[config.mk]
export PLATFORM = sky130hd
export DESIGN_NAME = miss_req_sched_flat
export DESIGN_NICKNAME = d
export VERILOG_FILES = /design/src/rtl/mold_pkg.sv /design/src/rtl/miss_req_sched_if.sv /design/src/rtl/miss_req_fifo.sv /design/src/rtl/miss_req_sched.sv /design/src/flat_wrapper.sv
export SDC_FILE = /design/constraint.sdc
export NUM_CORES = 2
export LEC_CHECK = 0
export CAP_MARGIN = 15
export CORE_ASPECT_RATIO = 1.4
export CORE_MARGIN = 2
export CORE_UTILIZATION = 30
export DETAILED_ROUTE_END_ITERATION = 8
export HOLD_SLACK_MARGIN = 0.12
export PLACE_DENSITY_LB_ADDON = 0.08
export RECOVER_POWER = 25
export SKIP_LAST_GASP = 1
export SLEW_MARGIN = 20
export SYNTH_ARGS = -nofsm -noshare
export SYNTH_HDL_FRONTEND = slang
export SYNTH_SLANG_ARGS = --single-unit
[constraint.sdc]
create_clock -name clk -period 7.2 [get_ports clk]
set_input_delay 1.44 -clock clk [delete_from_list [all_inputs] [get_ports clk]]
set_output_delay 1.44 -clock clk [all_outputs]
set_load 0.01 [all_outputs]
[src/rtl/mold_pkg.sv]
// rtl/mold_pkg.sv - shared MoldUDP64 retransmission types, widths and helpers
// Contents:
//   MOLD_SEQ_NUM_W / MOLD_SID_W / MOLD_ML_W  default field widths
//   miss_req_t      one queued gap {sid, start, cnt}
//   sched_state_e   scheduler FSM states
//   clip_cnt()      min(remaining, max per request) narrowed to a request count
package mold_pkg;

    localparam int MOLD_SEQ_NUM_W = 64;
    localparam int MOLD_SID_W     = 80;
    localparam int MOLD_ML_W      = 16;

    typedef struct packed {
        logic [MOLD_SID_W-1:0]     sid;
        logic [MOLD_SEQ_NUM_W-1:0] start;
        logic [MOLD_SEQ_NUM_W-1:0] cnt;
    } miss_req_t;

    typedef enum logic [1:0] {
        SCHED_IDLE,
        SCHED_LOAD,
        SCHED_SEND,
        SCHED_WAIT
    } sched_state_e;

    function automatic logic [MOLD_ML_W-1:0] clip_cnt(
        input logic [MOLD_SEQ_NUM_W-1:0] rem,
        input logic [MOLD_ML_W-1:0]      max_cnt
    );
        logic [MOLD_SEQ_NUM_W-1:0] max_ext;
        max_ext = {{(MOLD_SEQ_NUM_W-MOLD_ML_W){1'b0}}, max_cnt};
        return (rem > max_ext) ? max_cnt : rem[MOLD_ML_W-1:0];
    endfunction

endpackage

[src/rtl/miss_req_sched_if.sv]
// rtl/miss_req_sched_if.sv - retransmission request channel (valid/ready)
// Signals:
//   req_v_o        request valid (scheduler -> sink)
//   req_ready_i    sink ready    (sink -> scheduler)
//   req_sid_o      request session id
//   req_seq_num_o  first requested sequence number
//   req_msg_cnt_o  number of messages requested
// Modports: master (scheduler side), slave (request sink side)
interface miss_req_sched_if #(
    parameter int SEQ_NUM_W = 64,
    parameter int SID_W     = 80,
    parameter int ML_W      = 16
);
    logic                 req_v_o;
    logic                 req_ready_i;
    logic [SID_W-1:0]     req_sid_o;
    logic [SEQ_NUM_W-1:0] req_seq_num_o;
    logic [ML_W-1:0]      req_msg_cnt_o;

    modport master (
        output req_v_o, req_sid_o, req_seq_num_o, req_msg_cnt_o,
        input  req_ready_i
    );

    modport slave (
        input  req_v_o, req_sid_o, req_seq_num_o, req_msg_cnt_o,
        output req_ready_i
    );
endinterface

[src/rtl/miss_req_fifo.sv]
// rtl/miss_req_fifo.sv - synchronous FIFO of pending gap entries
// Ports:
//   clk, rst_n   clock, async active-low reset (pointers/count only)
//   push, push_data   write request; accepted when not full or when popping same cycle
//   pop, pop_data     read request; pop_data is the current head (show-ahead)
//   full, empty       occupancy flags
module miss_req_fifo
    import mold_pkg::*;
#(
    parameter int DEPTH = 4
) (
    input  logic      clk,
    input  logic      rst_n,
    input  logic      push,
    input  miss_req_t push_data,
    input  logic      pop,
    output miss_req_t pop_data,
    output logic      full,
    output logic      empty
);
    localparam int AW = $clog2(DEPTH);

    miss_req_t       mem [DEPTH];
    logic [AW-1:0]   wr_ptr;
    logic [AW-1:0]   rd_ptr;
    logic [AW:0]     count;
    logic            do_push;
    logic            do_pop;

    assign full     = (count == (AW+1)'(DEPTH));
    assign empty    = (count == '0);
    assign do_pop   = pop && !empty;
    // A full FIFO still takes a write when the head leaves in the same cycle.
    assign do_push  = push && (!full || do_pop);
    assign pop_data = mem[rd_ptr];

    // Storage carries no reset; only pointers define validity.
    always_ff @(posedge clk) begin
        if (do_push) begin
            mem[wr_ptr] <= push_data;
        end
    end

    // DEPTH is a power of two, so pointers wrap naturally.
    always_ff @(posedge clk or negedge rst_n) begin
        if (!rst_n) begin
            wr_ptr <= '0;
            rd_ptr <= '0;
            count  <= '0;
        end else begin
            if (do_push) wr_ptr <= wr_ptr + 1'b1;
            if (do_pop)  rd_ptr <= rd_ptr + 1'b1;
            case ({do_push, do_pop})
                2'b10:   count <= count + 1'b1;
                2'b01:   count <= count - 1'b1;
                default: count <= count;
            endcase
        end
    end
endmodule

[src/rtl/miss_req_sched.sv]
// rtl/miss_req_sched.sv - retransmission request scheduler with chunking, timeout and retry
// Queues sequence-gap events, splits each gap into request-sized chunks, issues them one at a
// time and waits for the matching retransmitted fill; times out, retries, finally drops.
// Ports:
//   clk, nreset                         clock, async active-low reset
//   miss_seq_num_v_i/_sid_i/_start_i/_cnt_i   gap event input
//   fill_v_i/_sid_i/_seq_num_i/_msg_cnt_i     retransmitted packet observed
//   rq (miss_req_sched_if.master)       request channel
//   overflow_o                          pulse: gap event lost, queue full
//   drop_o                              pulse: chunk abandoned after RETRY_MAX retries
//   stat_req_o/stat_retry_o/stat_drop_o/stat_ovf_o   32b saturating counters,
//                                       present only with MISS_REQ_SCHED_STATS_EN defined
module miss_req_sched
    import mold_pkg::*;
#(
    parameter int          SEQ_NUM_W   = MOLD_SEQ_NUM_W,
    parameter int          SID_W       = MOLD_SID_W,
    parameter int          ML_W        = MOLD_ML_W,
    parameter int          FIFO_DEPTH  = 4,
    parameter int unsigned MAX_REQ_CNT = 16'hFFFF,
    parameter int          TIMEOUT     = 1024,
    parameter int          RETRY_MAX   = 3
) (
    input  logic                 clk,
    input  logic                 nreset,
    input  logic                 miss_seq_num_v_i,
    input  logic [SID_W-1:0]     miss_seq_num_sid_i,
    input  logic [SEQ_NUM_W-1:0] miss_seq_num_start_i,
    input  logic [SEQ_NUM_W-1:0] miss_seq_num_cnt_i,
    input  logic                 fill_v_i,
    input  logic [SID_W-1:0]     fill_sid_i,
    input  logic [SEQ_NUM_W-1:0] fill_seq_num_i,
    input  logic [ML_W-1:0]      fill_msg_cnt_i,
    miss_req_sched_if.master     rq,
    output logic                 overflow_o,
`ifdef MISS_REQ_SCHED_STATS_EN
    output logic                 drop_o,
    output logic [31:0]          stat_req_o,
    output logic [31:0]          stat_retry_o,
    output logic [31:0]          stat_drop_o,
    output logic [31:0]          stat_ovf_o
`else
    output logic                 drop_o
`endif
);
    localparam int TW = $clog2(TIMEOUT + 1);
    localparam int RW = $clog2(RETRY_MAX + 2);
    localparam logic [ML_W-1:0] MAX_CNT = ML_W'(MAX_REQ_CNT);

    sched_state_e         state_q;
    logic [SID_W-1:0]     cur_sid_q;
    logic [SEQ_NUM_W-1:0] cur_start_q;
    logic [SEQ_NUM_W-1:0] cur_rem_q;
    logic [ML_W-1:0]      req_cnt_q;
    logic                 req_v_q;
    logic [TW-1:0]        timer_q;
    logic [RW-1:0]        retry_q;
    logic                 overflow_q;
    logic                 drop_q;

    miss_req_t            head;
    miss_req_t            ev_data;
    logic                 fifo_full;
    logic                 fifo_empty;
    logic                 ev_valid;
    logic                 push;
    logic                 pop;
    logic                 ovf;

    logic                 hit;
    logic                 timeout;
    logic                 can_retry;
    logic [ML_W-1:0]      cov;
    logic [ML_W-1:0]      adv;
    logic [SEQ_NUM_W-1:0] nxt_start;
    logic [SEQ_NUM_W-1:0] nxt_rem;

    // ---------------- gap queue ----------------
    assign ev_valid = miss_seq_num_v_i && (miss_seq_num_cnt_i != '0);
    assign pop      = (state_q == SCHED_LOAD);
    assign push     = ev_valid && (!fifo_full || pop);
    assign ovf      = ev_valid && fifo_full && !pop;
    assign ev_data  = '{sid: miss_seq_num_sid_i, start: miss_seq_num_start_i,
                        cnt: miss_seq_num_cnt_i};

    miss_req_fifo #(.DEPTH(FIFO_DEPTH)) u_fifo (
        .clk       (clk),
        .rst_n     (nreset),
        .push      (push),
        .push_data (ev_data),
        .pop       (pop),
        .pop_data  (head),
        .full      (fifo_full),
        .empty     (fifo_empty)
    );

    // ---------------- chunk progress ----------------
    assign hit       = fill_v_i && (fill_sid_i == cur_sid_q) && (fill_seq_num_i == cur_start_q);
    assign timeout   = (timer_q == TW'(TIMEOUT - 1));
    assign can_retry = (retry_q < RW'(RETRY_MAX));
    // A fill may cover less than was asked for; never credit more than the request.
    assign cov       = (fill_msg_cnt_i < req_cnt_q) ? fill_msg_cnt_i : req_cnt_q;
    // On a hit advance by what arrived; on a drop skip the whole chunk.
    assign adv       = hit ? cov : req_cnt_q;
    assign nxt_start = cur_start_q + SEQ_NUM_W'(adv);
    assign nxt_rem   = cur_rem_q - SEQ_NUM_W'(adv);

    always_ff @(posedge clk or negedge nreset) begin
        if (!nreset) begin
            state_q     <= SCHED_IDLE;
            cur_sid_q   <= '0;
            cur_start_q <= '0;
            cur_rem_q   <= '0;
            req_cnt_q   <= '0;
            req_v_q     <= 1'b0;
            timer_q     <= '0;
            retry_q     <= '0;
            overflow_q  <= 1'b0;
            drop_q      <= 1'b0;
        end else begin
            overflow_q <= ovf;
            drop_q     <= 1'b0;
            case (state_q)
                SCHED_IDLE: begin
                    if (!fifo_empty) state_q <= SCHED_LOAD;
                end
                SCHED_LOAD: begin
                    cur_sid_q   <= head.sid;
                    cur_start_q <= head.start;
                    cur_rem_q   <= head.cnt;
                    req_cnt_q   <= clip_cnt(head.cnt, MAX_CNT);
                    retry_q     <= '0;
                    req_v_q     <= 1'b1;
                    state_q     <= SCHED_SEND;
                end
                SCHED_SEND: begin
                    if (rq.req_ready_i) begin
                        req_v_q <= 1'b0;
                        timer_q <= '0;
                        state_q <= SCHED_WAIT;
                    end
                end
                SCHED_WAIT: begin
                    if (hit || (timeout && !can_retry)) begin
                        // Hit has priority over a coincident timeout.
                        cur_start_q <= nxt_start;
                        cur_rem_q   <= nxt_rem;
                        retry_q     <= '0;
                        drop_q      <= !hit;
                        if (nxt_rem == '0) begin
                            state_q <= SCHED_IDLE;
                        end else begin
                            req_cnt_q <= clip_cnt(nxt_rem, MAX_CNT);
                            req_v_q   <= 1'b1;
                            state_q   <= SCHED_SEND;
                        end
                    end else if (timeout) begin
                        retry_q <= retry_q + 1'b1;
                        req_v_q <= 1'b1;
                        state_q <= SCHED_SEND;
                    end else begin
                        timer_q <= timer_q + 1'b1;
                    end
                end
                default: state_q <= SCHED_IDLE;
            endcase
        end
    end

    assign rq.req_v_o       = req_v_q;
    assign rq.req_sid_o     = cur_sid_q;
    assign rq.req_seq_num_o = cur_start_q;
    assign rq.req_msg_cnt_o = req_cnt_q;
    assign overflow_o       = overflow_q;
    assign drop_o           = drop_q;

`ifdef MISS_REQ_SCHED_STATS_EN
    logic ev_req;
    logic ev_retry;
    logic ev_drop;

    assign ev_req   = (state_q == SCHED_SEND) && rq.req_ready_i;
    assign ev_retry = (state_q == SCHED_WAIT) && !hit && timeout && can_retry;
    assign ev_drop  = (state_q == SCHED_WAIT) && !hit && timeout && !can_retry;

    always_ff @(posedge clk or negedge nreset) begin
        if (!nreset) begin
            stat_req_o   <= '0;
            stat_retry_o <= '0;
            stat_drop_o  <= '0;
            stat_ovf_o   <= '0;
        end else begin
            if (ev_req   && (stat_req_o   != '1)) stat_req_o   <= stat_req_o + 1'b1;
            if (ev_retry && (stat_retry_o != '1)) stat_retry_o <= stat_retry_o + 1'b1;
            if (ev_drop  && (stat_drop_o  != '1)) stat_drop_o  <= stat_drop_o + 1'b1;
            if (ovf      && (stat_ovf_o   != '1)) stat_ovf_o   <= stat_ovf_o + 1'b1;
        end
    end
`endif
endmodule

[src/flat_wrapper.sv]
// flat-port wrapper written by rule: the top's interface ports become plain ports
module miss_req_sched_flat import mold_pkg::*;
#(
    parameter int          SEQ_NUM_W   = MOLD_SEQ_NUM_W,
    parameter int          SID_W       = MOLD_SID_W,
    parameter int          ML_W        = MOLD_ML_W,
    parameter int          FIFO_DEPTH  = 4,
    parameter int unsigned MAX_REQ_CNT = 16'hFFFF,
    parameter int          TIMEOUT     = 1024,
    parameter int          RETRY_MAX   = 3
)
  (clk, nreset, miss_seq_num_v_i, miss_seq_num_sid_i, miss_seq_num_start_i, miss_seq_num_cnt_i, fill_v_i, fill_sid_i, fill_seq_num_i, fill_msg_cnt_i, overflow_o, drop_o, rq_req_v_o, rq_req_sid_o, rq_req_seq_num_o, rq_req_msg_cnt_o, rq_req_ready_i);
  miss_req_sched_if #(.SEQ_NUM_W(SEQ_NUM_W), .SID_W(SID_W), .ML_W(ML_W)) rq_i ();
  input  logic clk;
  input  logic nreset;
  input  logic miss_seq_num_v_i;
  input  logic [SID_W-1:0] miss_seq_num_sid_i;
  input  logic [SEQ_NUM_W-1:0] miss_seq_num_start_i;
  input  logic [SEQ_NUM_W-1:0] miss_seq_num_cnt_i;
  input  logic fill_v_i;
  input  logic [SID_W-1:0] fill_sid_i;
  input  logic [SEQ_NUM_W-1:0] fill_seq_num_i;
  input  logic [ML_W-1:0] fill_msg_cnt_i;
  output logic overflow_o;
  output logic drop_o;
  output wire logic [$bits(rq_i.req_v_o)-1:0] rq_req_v_o;
  output wire logic [$bits(rq_i.req_sid_o)-1:0] rq_req_sid_o;
  output wire logic [$bits(rq_i.req_seq_num_o)-1:0] rq_req_seq_num_o;
  output wire logic [$bits(rq_i.req_msg_cnt_o)-1:0] rq_req_msg_cnt_o;
  input wire logic [$bits(rq_i.req_ready_i)-1:0] rq_req_ready_i;
  assign rq_req_v_o = rq_i.req_v_o;
  assign rq_req_sid_o = rq_i.req_sid_o;
  assign rq_req_seq_num_o = rq_i.req_seq_num_o;
  assign rq_req_msg_cnt_o = rq_i.req_msg_cnt_o;
  assign rq_i.req_ready_i = rq_req_ready_i;
  miss_req_sched #(.SEQ_NUM_W(SEQ_NUM_W), .SID_W(SID_W), .ML_W(ML_W), .FIFO_DEPTH(FIFO_DEPTH), .MAX_REQ_CNT(MAX_REQ_CNT), .TIMEOUT(TIMEOUT), .RETRY_MAX(RETRY_MAX)) u_core (.clk(clk), .nreset(nreset), .miss_seq_num_v_i(miss_seq_num_v_i), .miss_seq_num_sid_i(miss_seq_num_sid_i), .miss_seq_num_start_i(miss_seq_num_start_i), .miss_seq_num_cnt_i(miss_seq_num_cnt_i), .fill_v_i(fill_v_i), .fill_sid_i(fill_sid_i), .fill_seq_num_i(fill_seq_num_i), .fill_msg_cnt_i(fill_msg_cnt_i), .rq(rq_i), .overflow_o(overflow_o), .drop_o(drop_o));
endmodule
**Word level (Yosys, flattened, before mapping)**

Memory sizes are Yosys's and may differ from the RTL's.
Cells that the tools add are included.

- Register bits after elaboration: 250
- RAM bits: 832
- Bits of input ports: 373
- Word-level logic and storage cells: 108
- Memories kept: 1

- Add/subtract/negate cells: 8
- Order comparisons: 4
- Equality and inequality tests: 17
- Mux-type cells: 34
- Reduce and logical (&&, ||, !) cells: 31

Memory list:

| memory | words | bits a word | read ports | clocked after memory_dff | wr ports | RTL line | source |
|---|---|---|---|---|---|---|---|
| u_core.u_fifo.mem | 4 | 208 | 1 | 0 | 1 | miss_req_fifo.sv:23 | `miss_req_t mem [DEPTH];` |

Operators by type and width:

| cell | count |
|---|---|
| 64-bit case mux with 2 select lines | 2 |
| 64-bit by 16-bit > comparator with 1-bit output (second input constant) | 2 |
| 64-bit 2-to-1 mux | 2 |
| 16-bit 2-to-1 mux | 6 |
| 80-bit == test | 1 |
| 64-bit by 16-bit adder with 64-bit output | 1 |
| 64-bit == test | 1 |
| 64-bit zero test | 1 |
| 64-bit nonzero test | 1 |
| 64-bit by 16-bit subtractor with 64-bit output | 1 |
| 11-bit 2-to-1 mux | 3 |
| 16-bit case mux with 2 select lines | 1 |
| 11-bit case mux with 2 select lines | 1 |
| 16-bit less-than comparator | 1 |
| 3-bit case mux with 2 select lines | 2 |
| 11-bit by 1-bit adder with 11-bit output (second input constant) | 1 |
| 11-bit by 10-bit == test with 1-bit output (second input constant) | 1 |
| 2-bit 2-to-1 mux | 5 |
| 2-bit inequality test (second input constant) | 5 |
| 1-bit logical AND | 9 |
| 1-bit 2-to-1 mux | 8 |
| 2-bit case mux with 4 select lines | 1 |
| 4-bit AND reduction | 2 |
| 3-bit by 1-bit adder with 3-bit output (second input constant) | 2 |
| other kinds (19) | 34 |

**Logic depth before layout (Yosys ltp)**

- Depth in word-level cells: 10
- Depth in mapped cells: 29

**Modules after synthesis**

From an unflattened synthesis, not the netlist that was laid out.

- Cell total of the unflattened synthesis: 3323
- Area, all modules: 49077.1 um^2

By module, submodules not included:

| module | times used | cells each | area an instance (um^2) |
|---|---|---|---|
| miss_req_fifo | 1 | 1125 | 30417.9 |
| miss_req_sched | 1 | 2198 | 18659.1 |

**Worst setup path after synthesis**

OpenSTA, ideal clock, no wires.

- Kind: input to register
- From: in fill_msg_cnt_i[1]
- To: reg u_core.req_cnt_q[10] (netlist: u_core.rq.req_msg_cnt_o[10])
- Setup time: 0.125 ns
- Arrival: 7.747 ns
- Data required time: 7.075 ns
- Path slack: -0.673 ns
- Stages on the path: 26
- Path buffers: 2
- Cell sequence: ha_1 a21o_1 a21o_1 a21o_1 a21o_1 a21o_1 a21o_1 a21oi_1 nor3_1 nor4_1 clkbuf_1 mux2_2 ha_1 fa_1 nand2b_1 a21oi_1 nor2_1 o21a_1 o21ai_0 xor2_1 nor3_1 or4b_2 or4_1 o31ai_4 buf_12 mux2_4

- Cells in the longest elaborated chain, start to end: 9
- Elaborated cells on any way between the ends: 12
- Those cells by class: add/sub: 1; order compare: 2; eq/ne: 1; mux: 6; reduce/logical: 2

RTL lines:

| what | RTL line | source |
|---|---|---|
| from (decl) | flat_wrapper.sv:23 | `input logic [ML_W-1:0] fill_msg_cnt_i;` |
| 16-bit less-than comparator | miss_req_sched.sv:102 | `assign cov = (fill_msg_cnt_i < req_cnt_q) ? fill_msg_cnt_i : req_cnt_q;` |
| 16-bit 2-to-1 mux * | miss_req_sched.sv:102 |  |
| 16-bit 2-to-1 mux * | miss_req_sched.sv:104 | `assign adv = hit ? cov : req_cnt_q;` |
| 64-bit by 16-bit subtractor with 64-bit output * | miss_req_sched.sv:106 | `assign nxt_rem = cur_rem_q - SEQ_NUM_W'(adv);` |
| 64-bit by 16-bit > comparator with 1-bit output | mold_pkg.sv:32 | `return (rem > max_ext) ? max_cnt : rem[MOLD_ML_W-1:0];` |
| 16-bit 2-to-1 mux | mold_pkg.sv:32 |  |
| 16-bit 2-to-1 mux | miss_req_sched.sv:150 | `if (nxt_rem == '0) begin` |
| 16-bit 2-to-1 mux | miss_req_sched.sv:144 | `if (hit \|\| (timeout && !can_retry)) begin` |
| 16-bit case mux with 2 select lines | miss_req_sched.sv:123 | `case (state_q)` |
| to (signal assigned) | miss_req_sched.sv:131 | `req_cnt_q <= clip_cnt(head.cnt, MAX_CNT);` |
| to (signal assigned) | miss_req_sched.sv:153 | `req_cnt_q <= clip_cnt(nxt_rem, MAX_CNT);` |
| to (decl) | miss_req_sched.sv:54 | `logic [ML_W-1:0] req_cnt_q;` |

Every way passes the cells marked *; elsewhere a longest branch is shown, timed or not. The select of a mux whose other input is x is not followed.
A chain may end at the register's enable or synchronous reset.

**Worst setup path after layout**

- From: in fill_seq_num_i[2]
- To: reg u_core.req_cnt_q[1] (netlist: u_core.rq.req_msg_cnt_o[1])

- Cells in the longest elaborated chain, start to end: 9
- Elaborated cells on any way between the ends: 14
- Those cells by class: add/sub: 1; order compare: 1; eq/ne: 3; mux: 5; reduce/logical: 4

RTL lines:

| what | RTL line | source |
|---|---|---|
| from (decl) | flat_wrapper.sv:22 | `input logic [SEQ_NUM_W-1:0] fill_seq_num_i;` |
| 64-bit == test * | miss_req_sched.sv:98 | `assign hit = fill_v_i && (fill_sid_i == cur_sid_q) && (fill_seq_num_i == cur_start_q);` |
| 1-bit logical AND * | miss_req_sched.sv:98 |  |
| 16-bit 2-to-1 mux | miss_req_sched.sv:104 |  |
| 64-bit by 16-bit subtractor with 64-bit output | miss_req_sched.sv:106 |  |
| 64-bit by 16-bit > comparator with 1-bit output | mold_pkg.sv:32 |  |
| 16-bit 2-to-1 mux | mold_pkg.sv:32 |  |
| 16-bit 2-to-1 mux | miss_req_sched.sv:150 |  |
| 16-bit 2-to-1 mux | miss_req_sched.sv:144 |  |
| 16-bit case mux with 2 select lines | miss_req_sched.sv:123 |  |

Marks and branches as above.

==> impl_metrics.json <==
{
  "ant_nets": 0,
  "hpwl_um": 147200,
  "finalNetCount": 4664,
  "antenna_found_initial": 75,
  "clk_latency_ns": 0.76,
  "max-slew-margin-rel_pct": -184.5,
  "worst_hold_slack_ns": 0.5051,
  "power_leakage_nw": 22.58,
  "r2r_setup_slack_ns": 0.42,
  "layout-drive-gt1-share_pct": 22.99,
  "grt_pass1_vias": 34400,
  "synth_top_area_share_pct": 52.23,
  "min_period_ns": 7.162,
  "fp.coreArea_mm2": 0.1587,
  "crit_required_ns": 7.80,
  "gp_congestion": 0.9517,
  "synth_seq_area_share_pct": 65.31,
  "rows": 173,
  "async_reset_ff_share_pct": 23.11,
  "drc": 0,
  "synth_nets": 3742,
  "cap_violations": 1,
  "h-tree-depth": 3,
  "drt_iter0_markers": 2211,
  "clk_path_buf_depth": 3,
  "gr-total-overflow": 0,
  "start_util_pct": 30.15,
  "fmax_mhz": 139.6,
  "grt_max_degree": 100,
  "drt_wl_total_um": 196100,
  "hold_class": "flop to flop",
  "nFillCells": 14920,
  "synth_top_flop_cell": "edfxtp_1",
  "cts.clk_slew.worst_paths_ns": 0.06,
  "end_kind": "flop",
  "die_h_um": 476.5,
  "final_core_util_pct": 40.12,
  "seqCellArea_mm2": 0.03125,
  "report.final.slew_viol_count": 61,
  "crit_end": "u_core.rq.req_msg_cnt_o[1]",
  "skew_ns": 0.04429,
  "synth.distinct_cells": 87,
  "ys_top_cells_by_area": "edfxtp_1, dfrtp_1, mux4_2, nand2_1, xor2_1",
  "synth.avg_cell_area_um2": 14.44,
  "pin_count": 536,
  "die_w_um": 341.5,
  "crit_type": "primary input to flop",
  "syn_inst": 3312,
  "ctsRootBufferMaster": "clkbuf_16",
  "worstReg2RegStart": "u_core.rq.req_seq_num_o[44]",
  "cp_max_fo": 8,
  "yosysWarnings": 0,
  "num_vias": 33190,
  "numPortBuffers": 535,
  "grt_pass1_wl_um": 271900,
  "vdd_drop_max_mv": 0.1985,
  "clkSinkCount": 1082,
  "syn_to_final_growth_pct": 33.08,
  "outcome": "complete, but fails checks",
  "synth_edf_count": 832,
  "cts_tree": "built",
  "vias_per_cell": 5.146,
  "fin_crit_sh_pct": 99.48,
  "first_pass_iters": 5,
  "hold_viol": 0,
  "yosysTopAreaCell": "edfxtp_1",
  "fin_total_pwr_w": 0.02013,
  "r2r_end": "u_core.rq.req_msg_cnt_o[1]",
  "violations": "max-capacitance violations, max-slew violations",
  "worst_pin_slew_ns": 4.267,
  "netlist_area_mm2": 0.04783,
  "wl_per_cell_um": 30.41,
  "setup_viol": 0,
  "numCtsBuffers": 112,
  "die_area_mm2": 0.1627,
  "power_density_mw_per_mm2": 316.3,
  "multiInputGateArea_mm2": 0.01649,
  "critPathLaunchType": "primary input",
  "startpoint": "fill_seq_num_i[2]",
  "cp.arrival_ns": 7.76,
  "r2r_cells": 23,
  "ys_seq_elements": 1082,
  "grtUsageTotal_pct": 23.77
}
==> timing repair <==
action	CTS	global route
setup endpoints to repair	67	20
pin swaps	20	53
buffers inserted	7	5
hold buffers	0	0
gates resized for setup	53	139
gates cloned	1	0
==> power breakdown <==
group / internal, W / switching (W) / total [W]
Combinational: 0.00215 / 0.00324 / 0.00540
Clock: 0.00348 / 0.00261 / 0.00609
Sequential: 0.00800 / 0.000648 / 0.00865
Total: 0.0136 / 0.00650 / 0.0201
==> layer usage <==
metal,share of wire [%],track usage [%],up-vias
li1,-,-,14700
met1,40,28.79,17080
met2,50,41.56,1039
met3,6.3,5.522,316
met4,3.2,7.508,58
met5,0.18,0,-
==> state kept, by name, summed over array words and instances, names as in the netlist <==
register / count
u_core.u_fifo.mem: 832
u_core.rq.req_sid_o: 80
u_core.cur_rem_q: 64
u_core.rq.req_seq_num_o: 64
u_core.rq.req_msg_cnt_o: 16
u_core.timer_q: 11
u_core.retry_q: 3
u_core.u_fifo.count: 3
u_core.state_q: 2
u_core.u_fifo.rd_ptr: 2
u_core.u_fifo.wr_ptr: 2
u_core.drop_o: 1
u_core.overflow_o: 1
u_core.rq.req_v_o: 1
==> synthesized netlist by cell type (8+ instances only) <==
master / n
edfxtp_1: 832
nand2_1: 363
dfrtp_1: 250
mux4_2: 208
o21ai_0: 157
a21oi_1: 155
nor2_1: 146
clkbuf_1: 114
inv_1: 91
xor2_1: 91
nor4_1: 77
o22ai_1: 64
nand3_1: 59
nor3_1: 55
ha_1: 54
nand4_1: 52
nor2b_1: 50
xnor2_1: 40
mux2i_1: 36
buf_1: 35
a21o_1: 26
mux2_2: 24
nand2b_1: 23
a22oi_1: 20
and3_1: 20
a2111oi_0: 19
a31oi_1: 19
and2_1: 16
or4_1: 13
or3_1: 12
o21a_1: 11
mux2_4: 10
a311oi_1: 8
o2111ai_1: 8
==> worst min-delay path by stage <==
stage / startpoint / endpoint / slack [ns] / cells past startpoint
floorplan: u_core.cur_rem_q[0] / u_core.cur_rem_q[0] / 0.45 / 2
global placement: u_core.cur_rem_q[0] / u_core.cur_rem_q[0] / 0.47 / 2
detailed placement: u_core.cur_rem_q[0] / u_core.cur_rem_q[0] / 0.48 / 2
CTS: u_core.u_fifo.count[2] / u_core.u_fifo.count[2] / 0.50 / 1
global route: u_core.u_fifo.count[2] / u_core.u_fifo.count[2] / 0.51 / 1
finish: u_core.u_fifo.count[2] / u_core.u_fifo.count[2] / 0.51 / 1
==> cell usage in the layout (no fill, tap or decap), drive strengths merged, types with 133 or more instances in the layout <==
cell           instances
a21oi                155
buf                  435
clkbuf               160
clkdlybuf4s50        362
dfrtp                250
dlygate4sd3          133
edfxtp               832
mux4                 208
nand2                363
nor2                 146
o21ai                158
==> logic make-up (layout without fill, tap and decap cells) <==
kind of cell | count (synthesis) | count (layout) | share of synthesized area [%]
AND/OR/NAND/NOR | 940 | 940 | 9.751
buffers and inverters | 253 | 1273 | 2.113
multiplexers | 278 | 278 | 11.43
AO/OA/AOI/OAI | 571 | 571 | 7.465
flip-flops | 1082 | 1082 | 65.31
adder cells (fa/ha/maj) | 57 | 57 | 1.538
XOR/XNOR | 131 | 131 | 2.399
other | 0 | 17 | 0
==> stage by stage <==
| step | cell area (µm²) | std cells | setup TNS [ns] | setup slack [ns] |
|---|---|---|---|---|
| after floorplan | 47910 | 3312 | 0 | 0.003959 |
| after global placement | 58830 | 6208 | -112.09 | -1.791 |
| after detailed placement | 58830 | 6208 | -116.68 | -1.777 |
| after CTS | 62990 | 6428 | 0 | 0.0006199 |
| after global routing | 63640 | 6441 | -1.515 | -0.1246 |
| final | 63660 | 6449 | 0 | 0.03776 |
==> critical path, stage by stage <==
cell	delay (ns)
clkdlybuf4s50_1	0.54
nand2b_1	0.13
o2111ai_1	0.15
nor4_1	0.30
buf_4	0.17
nand4_1	0.10
or4_4	0.53
nor4_4	0.29
buf_12	0.18
mux2_4	0.32
ha_4	0.17
fa_2	0.34
nand2b_4	0.16
a21oi_4	0.19
nor2_1	0.07
o21a_2	0.25
xnor2_2	0.14
nand2b_4	0.15
nor3_4	0.19
or4b_4	0.49
or4_4	0.53
o31ai_4	0.27
buf_12	0.16
buf_12	0.14
mux2_2	0.33
==> area by class of cell <==
type	count	area share, %
clock buffers	155	4.961
well taps	2100	4.128
repair buffers	969	14.26
flip-flops and latches	1082	49.09
inverters	92	0.5425
clock inverters	57	1.048
diodes	17	0.06683
multi-input cells	1977	25.90
Note: power is estimated with default switching activity, not from simulation.
